File: src/rtl/exe_flag_condition_pkg.sv
// Shared constants for the flag register and condition evaluation.
package exe_flag_condition_pkg;

    localparam int unsigned FLAG_W = 5;
    localparam int unsigned CODE_W = 4;
    localparam int unsigned PC_W   = 2;

    // Flag bit positions in {ZF,PF,OF,SF,CF}
    localparam int unsigned FLAG_ZF = 4;
    localparam int unsigned FLAG_PF = 3;
    localparam int unsigned FLAG_OF = 2;
    localparam int unsigned FLAG_SF = 1;
    localparam int unsigned FLAG_CF = 0;

    localparam logic [CODE_W-1:0] COND_AL = 4'd0;
    localparam logic [CODE_W-1:0] COND_EQ = 4'd1;
    localparam logic [CODE_W-1:0] COND_NE = 4'd2;
    localparam logic [CODE_W-1:0] COND_CS = 4'd3;
    localparam logic [CODE_W-1:0] COND_CC = 4'd4;
    localparam logic [CODE_W-1:0] COND_MI = 4'd5;
    localparam logic [CODE_W-1:0] COND_PL = 4'd6;
    localparam logic [CODE_W-1:0] COND_VS = 4'd7;
    localparam logic [CODE_W-1:0] COND_VC = 4'd8;
    localparam logic [CODE_W-1:0] COND_HI = 4'd9;
    localparam logic [CODE_W-1:0] COND_LS = 4'd10;
    localparam logic [CODE_W-1:0] COND_GE = 4'd11;
    localparam logic [CODE_W-1:0] COND_LT = 4'd12;
    localparam logic [CODE_W-1:0] COND_GT = 4'd13;
    localparam logic [CODE_W-1:0] COND_LE = 4'd14;
    localparam logic [CODE_W-1:0] COND_PE = 4'd15;

    typedef enum logic [1:0] {
        ST_IDLE,
        ST_WAIT,
        ST_OUT
    } state_e;

endpackage

File: src/rtl/exe_cond_eval.sv
// Combinational condition-code decode against a flag vector.
module exe_cond_eval
    import exe_flag_condition_pkg::*;
(
    input  logic [CODE_W-1:0] code,
    input  logic [FLAG_W-1:0] flags,
    output logic              result_c
);

    logic zf, pf, of, sf, cf;

    assign zf = flags[FLAG_ZF];
    assign pf = flags[FLAG_PF];
    assign of = flags[FLAG_OF];
    assign sf = flags[FLAG_SF];
    assign cf = flags[FLAG_CF];

    always_comb begin
        result_c = 1'b0;
        case (code)
            COND_AL: result_c = 1'b1;
            COND_EQ: result_c = zf;
            COND_NE: result_c = !zf;
            COND_CS: result_c = cf;
            COND_CC: result_c = !cf;
            COND_MI: result_c = sf;
            COND_PL: result_c = !sf;
            COND_VS: result_c = of;
            COND_VC: result_c = !of;
            COND_HI: result_c = cf && !zf;
            COND_LS: result_c = !cf || zf;
            COND_GE: result_c = (sf == of);
            COND_LT: result_c = (sf != of);
            COND_GT: result_c = !zf && (sf == of);
            COND_LE: result_c = zf || (sf != of);
            COND_PE: result_c = pf;
            default: result_c = 1'b0;
        endcase
    end

endmodule

File: src/rtl/exe_flag_condition.sv
// Flag register with pending-write tracking; resolves condition requests
// once all in-flight flag producers have written back.
module exe_flag_condition
    import exe_flag_condition_pkg::*;
#(
    parameter int unsigned P_PEND_MAX = 3
) (
    input  logic              iCLOCK,
    input  logic              inRESET,
    input  logic              iFLUSH,
    input  logic              iFLAG_PEND_SET,
    input  logic              iFLAG_WR_VALID,
    input  logic [FLAG_W-1:0] iFLAG_WR_DATA,
    input  logic              iCOND_VALID,
    input  logic [CODE_W-1:0] iCOND_CODE,
    output logic              oCOND_BUSY,
    output logic              oCOND_VALID,
    output logic              oCOND_RESULT,
    input  logic              iCOND_BUSY,
    output logic [FLAG_W-1:0] oFLAGS,
    output logic              oPEND_OVF
);

    localparam logic [PC_W-1:0] PEND_MAX = PC_W'(P_PEND_MAX);

    state_e            state_q, state_d;
    logic [CODE_W-1:0] code_q, code_d;
    logic [FLAG_W-1:0] flags_q, flags_d;
    logic [PC_W-1:0]   pc_q, pc_d;
    logic              ovf_q, ovf_d;
    logic              valid_q, valid_d;
    logic              result_q, result_d;
    logic              busy_q, busy_d;

    logic [FLAG_W-1:0] eff_flags_c;
    logic [CODE_W-1:0] eval_code_c;
    logic              eval_result_c;
    logic [PC_W-1:0]   pc_next_c;

    // Idle evaluates the incoming code; otherwise the latched one
    assign eval_code_c = (state_q == ST_IDLE) ? iCOND_CODE : code_q;
    assign eff_flags_c = iFLAG_WR_VALID ? iFLAG_WR_DATA : flags_q;

    exe_cond_eval u_cond_eval (
        .code     (eval_code_c),
        .flags    (eff_flags_c),
        .result_c (eval_result_c)
    );

    always_comb begin
        flags_d   = flags_q;
        pc_next_c = pc_q;
        ovf_d     = ovf_q;
        state_d   = state_q;
        code_d    = code_q;
        result_d  = result_q;

        if (iFLAG_WR_VALID) begin
            flags_d = iFLAG_WR_DATA;
        end

        // Pending counter: saturates high (sticky overflow), clamps at zero
        if (iFLAG_PEND_SET && !iFLAG_WR_VALID) begin
            if (pc_q >= PEND_MAX) begin
                ovf_d = 1'b1;
            end else begin
                pc_next_c = pc_q + PC_W'(1);
            end
        end else if (iFLAG_WR_VALID && !iFLAG_PEND_SET && (pc_q != '0)) begin
            pc_next_c = pc_q - PC_W'(1);
        end

        case (state_q)
            ST_IDLE: begin
                if (iCOND_VALID) begin
                    code_d = iCOND_CODE;
                    if (pc_next_c == '0) begin
                        result_d = eval_result_c;
                        state_d  = ST_OUT;
                    end else begin
                        state_d  = ST_WAIT;
                    end
                end
            end
            ST_WAIT: begin
                if (pc_next_c == '0) begin
                    result_d = eval_result_c;
                    state_d  = ST_OUT;
                end
            end
            ST_OUT: begin
                if (!iCOND_BUSY) begin
                    state_d = ST_IDLE;
                end
            end
            default: state_d = ST_IDLE;
        endcase

        pc_d = pc_next_c;
        if (iFLUSH) begin
            state_d = ST_IDLE;
            pc_d    = '0;
            ovf_d   = ovf_q;
        end

        valid_d = (state_d == ST_OUT);
        busy_d  = (state_d != ST_IDLE);
    end

    always_ff @(posedge iCLOCK) begin
        if (!inRESET) begin
            state_q  <= ST_IDLE;
            code_q   <= '0;
            flags_q  <= '0;
            pc_q     <= '0;
            ovf_q    <= 1'b0;
            valid_q  <= 1'b0;
            result_q <= 1'b0;
            busy_q   <= 1'b0;
        end else begin
            state_q  <= state_d;
            code_q   <= code_d;
            flags_q  <= flags_d;
            pc_q     <= pc_d;
            ovf_q    <= ovf_d;
            valid_q  <= valid_d;
            result_q <= result_d;
            busy_q   <= busy_d;
        end
    end

    assign oCOND_BUSY   = busy_q;
    assign oCOND_VALID  = valid_q;
    assign oCOND_RESULT = result_q;
    assign oFLAGS       = flags_q;
    assign oPEND_OVF    = ovf_q;

endmodule

File: config.mk
export PLATFORM = sky130hd
export DESIGN_NAME = exe_flag_condition
export DESIGN_NICKNAME = d
export VERILOG_FILES = /design/src/rtl/exe_flag_condition_pkg.sv /design/src/rtl/exe_cond_eval.sv /design/src/rtl/exe_flag_condition.sv
export SDC_FILE = /design/constraint.sdc
export NUM_CORES = 1
export LEC_CHECK = 0
export CORE_AREA = 4 4 42 81
export CTS_CLUSTER_DIAMETER = 150
export CTS_CLUSTER_SIZE = 28
export DETAILED_ROUTE_END_ITERATION = 8
export DIE_AREA = 0 0 46 85
export GPL_TIMING_DRIVEN = 0
export PLACE_DENSITY = 0.67
export SYNTH_ARGS = -nofsm -noshare
export SYNTH_HDL_FRONTEND = slang
export SYNTH_SLANG_ARGS = --single-unit
File: constraint.sdc
create_clock -name iCLOCK -period 1.8 [get_ports iCLOCK]
set_input_delay 0.27 -clock iCLOCK [delete_from_list [all_inputs] [get_ports iCLOCK]]
set_output_delay 0.27 -clock iCLOCK [all_outputs]
set_load 0.05 [all_outputs]
==> results.txt, run 1 <==
outcome: completed
Total GRT Usage: 13.8%
htree depth: 1
worst hold path depth: 2
Starting Density: 37.9%
EDFF count, synth: 0
Setup Slack @ Placement: -0.504 ns
Worst-Skew Late Latency: 0.26 ns
R2R Path Start: state_q[1]
# clock sinks: 17
CP max stage delay: 0.37 ns
GP Congestion: 0.762
largest net degree at the start of global routing: 11
max-cap violations: 0
vias in the first global route: 1001
post-synthesis cell area: 1050 um2
clock slew at reported path FFs: 0.07 ns
DR vias/cell: 5.53
power per standard cell area: 701 nW/um2
Storage cell area: 345 um2
worst-path cell with the longest stage delay: or3_1
Post-Synthesis Cells: 118
final hold violation count: 0
asr flop ratio synth: 0%
CP Class: reg2reg
Pre-Repair DR Iteration Count: 3
CTS Buf Count: 3
hold wc startpoint: code_q[3]
Residual DRC: 0
filler instances: 274
first-pass GRT wire length: 4080 um
synth unique cells: 39
fin nets: 172
max_slew headroom: 66.2%
Final HPWL DP: 1970 um
Final ANT Viol Nets: 0
CP cell instances: nor2_4 -> mux2_4 -> or3_1 -> a211oi_2 -> o32ai_2 -> a31oi_1
DRT iter0 DRCs: 17
GRT Residual Overflow: 0
hold_buf cts: 0
antenna violations before repair: 0
die area: 3910 um2
# diodes: 0
Max Freq: 562 MHz
FF-to-FF path depth: 6
Slew Limit Fails: 0
area taken by multi-input logic gates: 712 um2
min Tclk post-route: 1.78 ns
CP delay by family, top: simple AND/OR/NAND/NOR gates
RSZ-0062 raised after global routing: yes
Setup Skew: 0.00595 ns
io pins: 25
Via Count: 995
DP Cell Count: 171
Setup WS post-layout: 0.0199 ns
Die Height: 85 um
clock root cell: clkbuf_8
final std cells w/o fill: 180
crit start category: flop
final instance area: 1460 um2
crit share post-route: 98.9%
R2R setup slack: 0.02 ns
fraction of layout cells with a size suffix above 1: 19.9%
#FFs+latches synth: 17
TritonCTS clock tree: done
final setup fails: 0
CP max FO: 4
die span in x: 46 um
Area Growth Syn to Fin: 39.1%
core footprint: 2770 um2
Hold Path End: code_q[3]
Synth Net Count: 138
Slew @ Worst Pin: 0.505 ns
Min-Delay Path Class: reg2reg
Wirelength per Cell: 14.0 um
critical path data arrival time: 1.96 ns
row count: 27
IO Port Bufs: 24
largest vdd supply drop: 0.442 mV
routed wire length: 2510 um
Placed Area: 1330 um2
Top FF cell, synth: dfxtp_1
Crit path required time: 1.98 ns
Mean Syn Cell Area: 8.89 um2
clock buffer depth: 2
Lkg Pwr: 0.569 nW
sequential-to-total area share from yosys stat: 32.5%
Buf/Inv on CP: 0
Worst setup EP type: flop
WHS: 0.463 ns
worst reg2reg path endpoint: oCOND_RESULT
Warnings, synthesis: 0
[state kept, by name (all words and copies together), names as in the netlist]
signal / cells
state_q: 2
oCOND_RESULT: 1
code_q: 4
oCOND_VALID: 1
oPEND_OVF: 1
pc_q: 2
oCOND_BUSY: 1
oFLAGS: 5
[report_power, final]
part	switching [W]	internal, W	leakage [nW]
Clock	0.000131	0.000157	0.0228
Combinational	0.000167	0.000150	0.405
Sequential	0.0000175	0.000399	0.141
Total	0.000316	0.000706	0.569
[kinds of logic after synthesis]
logic type               share of synthesized area, %
buffers and inverters                            3.58
AND/OR/NAND/NOR                                  20.4
multiplexers                                     15.0
adder cells (fa/ha/maj)                          4.77
flip-flops                                       32.5
AO/OA/AOI/OAI                                    21.2
XOR/XNOR                                         2.51
[routing by layer]
metal  GRT usage (%)  part of all wire, %
met4            6.48                  2.1
met3            2.34                  4.4
met1            12.5                   34
met2            26.5                   59
met5               0                    0
[synth_stat cells (2+ instances only)]
master    number  area (um2)
dfxtp_1       17         340
nand2_1       10        37.5
a21oi_1        9        45.0
nor2_1         8        30.0
mux2i_1        7        70.1
a21boi_0       4        30.0
and2_1         4        25.0
ha_1           4        50.1
inv_1          4        15.0
mux2_2         4        45.0
nand3_1        4        20.0
o21ai_0        4        20.0
nand2b_1       3        18.8
nor2b_1        3        18.8
o211ai_1       3        22.5
xnor2_1        3        26.3
a31oi_1        2        12.5
mux2i_2        2        27.5
nor3_1         2        10.0
o21a_1         2        15.0
[worst max-delay path by stage]
stage	start	endpoint	slack, ns	depth (start not counted)
after floorplan	oFLAGS[1]	oCOND_RESULT	0.09	6
after global placement	iFLAG_WR_VALID	oCOND_RESULT	-0.42	7
after detailed placement	iFLAG_WR_VALID	oCOND_RESULT	-0.50	7
after CTS	state_q[0]	oCOND_RESULT	0.005	6
after global routing	state_q[1]	oCOND_RESULT	-0.09	6
final	state_q[1]	oCOND_RESULT	0.02	6
[layout make-up]
type                    instances  share of cell area (%)
flip-flops and latches         17                    23.7
clock buffers                   4                    3.09
multi-input cells              94                    48.8
plain buffers                   3                    1.80
well taps                      29                    2.49
repair buffers                 29                    19.1
inverters                       4                    1.03
[metrics by stage]
stage                     setup TNS, ns  total power, W  utilization [%]
after global routing            -0.0938         0.00108             52.7
final                                 0         0.00102             52.7
after CTS                             0         0.00102             51.3
after detailed placement         -0.504        0.000707             47.8
after floorplan                       0        0.000610                -
after global placement           -0.415        0.000697             47.8
[repair_timing]
item                                    4_1_cts  5_1_grt
endpoints found under the setup margin        1        5
pin swaps                                     0        4
gates resized for setup                      10        9
buffers inserted                              2        3
[worst reg2reg max path, delay by kind of cell (launching register included)]
family / cells / cell delay [ns]
and+or+nand+nor: 2 / 0.55
DFF: 1 / 0.34
muxes: 1 / 0.34
AOI/OAI and AO/OA: 3 / 0.48
[layout by cell type, fill, tap and decap left out, types with 4 or more instances in the layout]
cell type	netlist	final
ha_1	4	4
mux2i_1	7	5
a21oi_1	9	9
dfxtp_2	0	4
clkdlybuf4s50_1	0	22
nand3_1	4	4
o21ai_1	1	4
dfxtp_1	17	13
nor2_1	8	8
and2_1	4	4
a21boi_0	4	4
buf_4	1	5
nand2_1	10	10
inv_1	4	4
No activity file was read; power rests on OpenSTA's default activity.
==> inputs of run 2 (changes only) <==
--- a/config.mk
+++ b/config.mk
@@ -10,8 +10,9 @@
 export CTS_CLUSTER_SIZE = 28
 export DETAILED_ROUTE_END_ITERATION = 8
 export DIE_AREA = 0 0 46 85
-export GPL_TIMING_DRIVEN = 0
 export PLACE_DENSITY = 0.67
+export SETUP_SLACK_MARGIN = 0.05
+export SLEW_MARGIN = 15
 export SYNTH_ARGS = -nofsm -noshare
 export SYNTH_HDL_FRONTEND = slang
 export SYNTH_SLANG_ARGS = --single-unit
==> results.txt, run 2 (synthesis results as in run 1) <==
most frequent cells in the layout: buf_4, clkdlybuf4s50_1, dfxtp_1, nand2_1
core footprint: 2770 um2 (unchanged)
max-cap violations: 0 (unchanged)
RSZ-0062 raised after global routing: yes
antenna violations before repair: 0 (unchanged)
Starting Density: 37.9% (unchanged)
GP Congestion: 0.763 (about the same)
CTS Buf Count: 3 (unchanged)
filler instances: 265 (-3.3%)
Residual DRC: 0 (unchanged)
Slew @ Worst Pin: 0.504 ns (-0.00163 ns)
CP Class: reg2reg
final setup fails: 0 (unchanged)
Final ANT Viol Nets: 0 (unchanged)
Slew Limit Fails: 0 (unchanged)
Via Count: 1073 (+7.8%)
Lkg Pwr: 0.659 nW (+16%)
commonest non-fill, non-tap cell in the layout: buf_4
IO Port Bufs: 24 (unchanged)
row count: 27 (unchanged)
fin nets: 188 (+9.3%)
TritonCTS clock tree: done
fraction of layout cells with a size suffix above 1: 27.5% (+7.7 points)
Setup Skew: 0.00791 ns (+0.00196 ns)
crit share post-route: 96.0% (-2.9 points)
DR vias/cell: 5.47 (-0.96%)
Setup Slack @ Placement: -0.300 ns (+0.204 ns)
Placed Area: 1440 um2 (+8.5%)
Max Freq: 579 MHz (+3.1%)
largest vdd supply drop: 0.377 mV (-15%)
io pins: 25 (unchanged)
critical path data arrival time: 1.92 ns (-0.04 ns)
Worst setup EP type: flop
Worst-Skew Late Latency: 0.26 ns (about the same)
largest net degree at the start of global routing: 11 (unchanged)
routed wire length: 2830 um (+13%)
outcome: completed
Setup WS post-layout: 0.0728 ns (+0.0529 ns)
crit start category: flop
max_slew headroom: 66.3% (about the same)
htree depth: 1 (unchanged)
Crit path required time: 1.99 ns (about the same)
vias in the first global route: 1027 (+2.6%)
die span in x: 46 um (unchanged)
Pre-Repair DR Iteration Count: 4 (+1)
CP max FO: 5 (+1)
post-layout util: 55.9% (+3.2 points)
Total GRT Usage: 14.9% (+1.1 points)
Min-Delay Path Class: reg2reg
# diodes: 0 (unchanged)
hold_buf cts: 0 (unchanged)
clock slew at reported path FFs: 0.07 ns (about the same)
DRT iter0 DRCs: 19 (+2)
die area: 3910 um2 (unchanged)
Area Growth Syn to Fin: 47.6%
GRT Residual Overflow: 0 (unchanged)
Die Height: 85 um (unchanged)
Final HPWL DP: 2210 um (+12%)
final hold violation count: 0 (unchanged)
power per standard cell area: 679 nW/um2 (-3.0%)
first-pass GRT wire length: 4460 um (+9.1%)
clock buffer depth: 2 (unchanged)
min Tclk post-route: 1.73 ns (-0.0529 ns)
max reg flops: 5 (unchanged)
# clock sinks: 17 (unchanged)
clock root cell: clkbuf_8
final instance area: 1550 um2 (+6.1%)
Wirelength per Cell: 14.4 um (+3.4%)
==> run 2: where the power goes <==
| part | internal, W | switching [W] |
|---|---|---|
| logic | 0.000172 | 0.000176 |
| clock network | 0.000157 | 0.000133 |
| registers | 0.000398 | 0.0000154 |
| total | 0.000727 | 0.000324 |
==> run 2: cell type report <==
cell class	instances	area, um2	area share (%)
clock buffers	4	45.0	2.91
well taps	29	36.3	2.34
flip-flops and latches	17	343	22.2
repair buffers	48	418	27.0
multi-input cells	94	691	44.6
inverters	4	15.0	0.970
==> run 2: critical path, cell delays in order (launching register included) <==
cell,delay (ns)
dfxtp_2,0.33
nor2_4,0.18
mux2_4,0.35
or3_1,0.36
a211oi_2,0.22
o32ai_1,0.10
a31oi_1,0.12
==> run 2: worst paths after layout <==
path	startpoint	endpoint	slack, ns	depth (start not counted)
worst min register to register	code_q[2]	code_q[2]	0.47	2
worst max register to register	state_q[1]	oCOND_RESULT	0.07	6
worst min-delay path	code_q[2]	code_q[2]	0.47	2
worst max-delay path	state_q[1]	oCOND_RESULT	0.07	6
==> run 2: layer usage <==
| metal | wire (um) | share of wire, % | track usage, % | vias to the layer above |
|---|---|---|---|---|
| met5 | 0 | 0 | 0 | - |
| met4 | 48 | 1.7 | 6.22 | 0 |
| met3 | 120 | 4.2 | 1.91 | 5 |
| met2 | 1650 | 58 | 28.1 | 28 |
| met1 | 1020 | 36 | 14.7 | 517 |
| li1 | - | - | - | 523 |
==> run 2: what timing repair did <==
| item | 4_1_cts | 5_1_grt |
|---|---|---|
| buffers inserted | 0 | 5 |
| pin swaps | 0 | 5 |
| resized for setup | 4 | 10 |
| setup endpoints to repair | 1 | 5 |
==> run 2: metrics by stage <==
stage               total power (W)  hold slack (ns)  instances  TNS, ns
detailed placement         0.000742            0.458        187   -0.478
CTS                         0.00103            0.474        191        0
global placement           0.000730            0.450        187   -0.253
finish                      0.00105            0.471        196        0
floorplan                  0.000610            0.408        118        0
global route                0.00110            0.492        196        0
==> inputs of run 3 (changes only) <==
--- a/config.mk
+++ b/config.mk
@@ -5,14 +5,15 @@
 export SDC_FILE = /design/constraint.sdc
 export NUM_CORES = 1
 export LEC_CHECK = 0
-export CORE_AREA = 4 4 42 81
+export CORE_AREA = 4 4 55 57
 export CTS_CLUSTER_DIAMETER = 150
 export CTS_CLUSTER_SIZE = 28
 export DETAILED_ROUTE_END_ITERATION = 8
-export DIE_AREA = 0 0 46 85
-export PLACE_DENSITY = 0.67
+export DIE_AREA = 0 0 59 61
+export PLACE_DENSITY = 0.68
 export SETUP_SLACK_MARGIN = 0.05
 export SLEW_MARGIN = 15
 export SYNTH_ARGS = -nofsm -noshare
 export SYNTH_HDL_FRONTEND = slang
+export SYNTH_HIERARCHICAL = 1
 export SYNTH_SLANG_ARGS = --single-unit
==> results.txt, run 3 <==
outcome: complete, but fails checks
failing checks: setup timing
TritonCTS clock tree: done
Pre-Repair DR Iteration Count: 6 (+2)
# diodes: 0 (unchanged)
final std cells w/o fill: 167 (-15%)
fin nets: 158 (-16%)
post-synthesis cell area: 960 um2 (-8.5%)
Final HPWL DP: 1570 um (-29%)
Warnings, synthesis: 6 (+6)
Crit path required time: 2.00 ns (about the same)
Lkg Pwr: 0.688 nW (+4.5%)
Total GRT Usage: 12.9% (-2.0 points)
Die Height: 61 um (-28%)
core footprint: 2480 um2 (-11%)
clock slew at reported path FFs: 0.11 ns (+0.04 ns)
setup tns final: -0.0152 ns (-0.0152 ns)
Area Growth Syn to Fin: 49.0%
Residual DRC: 0 (unchanged)
die area: 3600 um2 (-8.0%)
fraction of layout cells with a size suffix above 1: 32.8% (+5.3 points)
Final ANT Viol Nets: 0 (unchanged)
max reg flops: 5 (unchanged)
final setup fails: 1 (+1)
first-pass GRT wire length: 3550 um (-20%)
critical path data arrival time: 2.02 ns (+0.10 ns)
die span in x: 59 um (+28%)
final hold violation count: 0 (unchanged)
Post-Synthesis Cells: 101 (-14%)
htree depth: 1 (unchanged)
leading area contributor after synthesis: dfxtp_1
EDFF count, synth: 0 (unchanged)
WHS: 0.472 ns (+0.000825 ns)
Top FF cell, synth: dfxtp_1
largest net degree at the start of global routing: 13 (+2)
Mean Syn Cell Area: 9.50 um2 (+6.9%)
max-cap violations: 0 (unchanged)
hold_buf cts: 0 (unchanged)
GP Congestion: 0.714 (-6.4%)
highest metal used: met3
Slew Limit Fails: 0 (unchanged)
CP max FO: 7 (+2)
Worst-Skew Late Latency: 0.30 ns (+0.04 ns)
Commonest cells post-synth: dfxtp_1, mux2_2, mux2i_1
WL met3: 81 um (-33%)
met2 WL: 1210 um (-27%)
max_slew headroom: 66.2% (-0.080 points)
Via Count: 850 (-21%)
commonest non-fill, non-tap cell in the layout: clkdlybuf4s50_1
Max Freq: 551 MHz (-4.8%)
io pins: 25 (unchanged)
asr flop ratio synth: 0% (unchanged)
ranking of synthesized cells by area: dfxtp_1, mux2_2, mux2i_1
top-area cell type share of the netlist area: 35.5% (+3.0 points)
wl on met1: 928 um (-8.6%)
most frequent cells in the layout: clkdlybuf4s50_1, buf_4, dfxtp_1, mux2i_1
#FFs+latches synth: 17 (unchanged)
Slew @ Worst Pin: 0.506 ns (+0.00195 ns)
Setup WS post-layout: -0.0152 ns (-0.0879 ns)
DP Cell Count: 159 (-15%)
Total Power: 0.000939 W (-11%)
Min-Delay Path Class: reg2reg
synth unique cells: 28 (-28%)
CP Class: reg2reg
clock root cell: clkbuf_4
Starting Density: 38.7% (+0.89 points)
post-layout util: 57.7% (+1.9 points)
min Tclk post-route: 1.82 ns (+0.0879 ns)
crit share post-route: 101% (+4.9 points)
Worst setup EP type: flop
antenna violations before repair: 0 (unchanged)
IO Port Bufs: 24 (unchanged)
sequential-to-total area share from yosys stat: 35.5% (+3.0 points)
CTS Buf Count: 3 (unchanged)
crit start category: flop
power per standard cell area: 657 nW/um2 (-3.4%)
Wirelength per Cell: 13.3 um (-8.1%)
vias in the first global route: 867 (-16%)
clock buffer depth: 2 (unchanged)
Synth Net Count: 121 (-12%)
RSZ-0062 raised after global routing: yes
largest vdd supply drop: 0.334 mV (-12%)
GRT Residual Overflow: 0 (unchanged)
DR vias/cell: 5.09 (-7.0%)
routed wire length: 2220 um (-22%)
row count: 18 (-33%)
# clock sinks: 17 (unchanged)
DRT iter0 DRCs: 9 (-10)
count leader, synth: dfxtp_1
Setup Skew: 0.0108 ns (+0.00285 ns)
==> run 3: layout make-up <==
type                    instances  area (um2)
fillers                       216        1050
multi-input cells              75         641
repair buffers                 37         357
flip-flops and latches         17         350
well taps                      30        37.5
clock buffers                   3        22.5
inverters                       4        15.0
clock inverters                 1        7.51
==> run 3: cell families after synthesis <==
group / count (synthesis) / synth area share [%]
buf+inv: 9 / 5.21
fa+ha+maj: 4 / 5.22
xor+xnor: 2 / 1.83
compound gates: 18 / 13.6
mux: 19 / 21.1
simple gates: 32 / 17.6
flops: 17 / 35.5
==> run 3: per-layer routing <==
layer  up-vias  track usage (%)
met5         -                0
met4         0             4.85
met3         0             2.77
met2        18             24.9
met1       408             13.5
li1        424                -
==> run 3: power by group <==
group / internal (W) / switching, W
clock: 0.0000845 / 0.000131
combinational: 0.000159 / 0.000156
sequential: 0.000398 / 0.0000107
==> run 3: critical path, stage by stage (launching register included) <==
cell and delay, ns:
dfxtp_4 0.37, nor2_4 0.14, mux2_4 0.38, mux2_4 0.31, mux2i_1 0.15, a21oi_1 0.09, o32a_1 0.15, nand2_1 0.07
mux2i_1 0.06
==> run 3: what timing repair did <==
item	CTS	global route
endpoints found under the setup margin	3	10
pin swaps	3	9
gates resized for setup	7	20
setup buffers	4	0
==> run 3: path summary, 6_finish.rpt <==
path | depth (start not counted) | endpoint | slack [ns] | from
setup / recovery | 8 | oCOND_RESULT | -0.02 | state_q[1]
hold / removal | 1 | oPEND_OVF | 0.47 | oPEND_OVF
setup reg to reg | 8 | oCOND_RESULT | -0.02 | state_q[1]
hold reg to reg | 1 | oPEND_OVF | 0.47 | oPEND_OVF
==> run 3: metrics by stage <==
step           instance area [um2]  setup WS (ns)
2_1_floorplan                  978         0.0388
3_3_place_gp                  1290         -0.405
3_5_place_dp                  1290         -0.520
4_1_cts                       1370         0.0109
5_1_grt                       1430        -0.0403
6_report                      1430        -0.0152
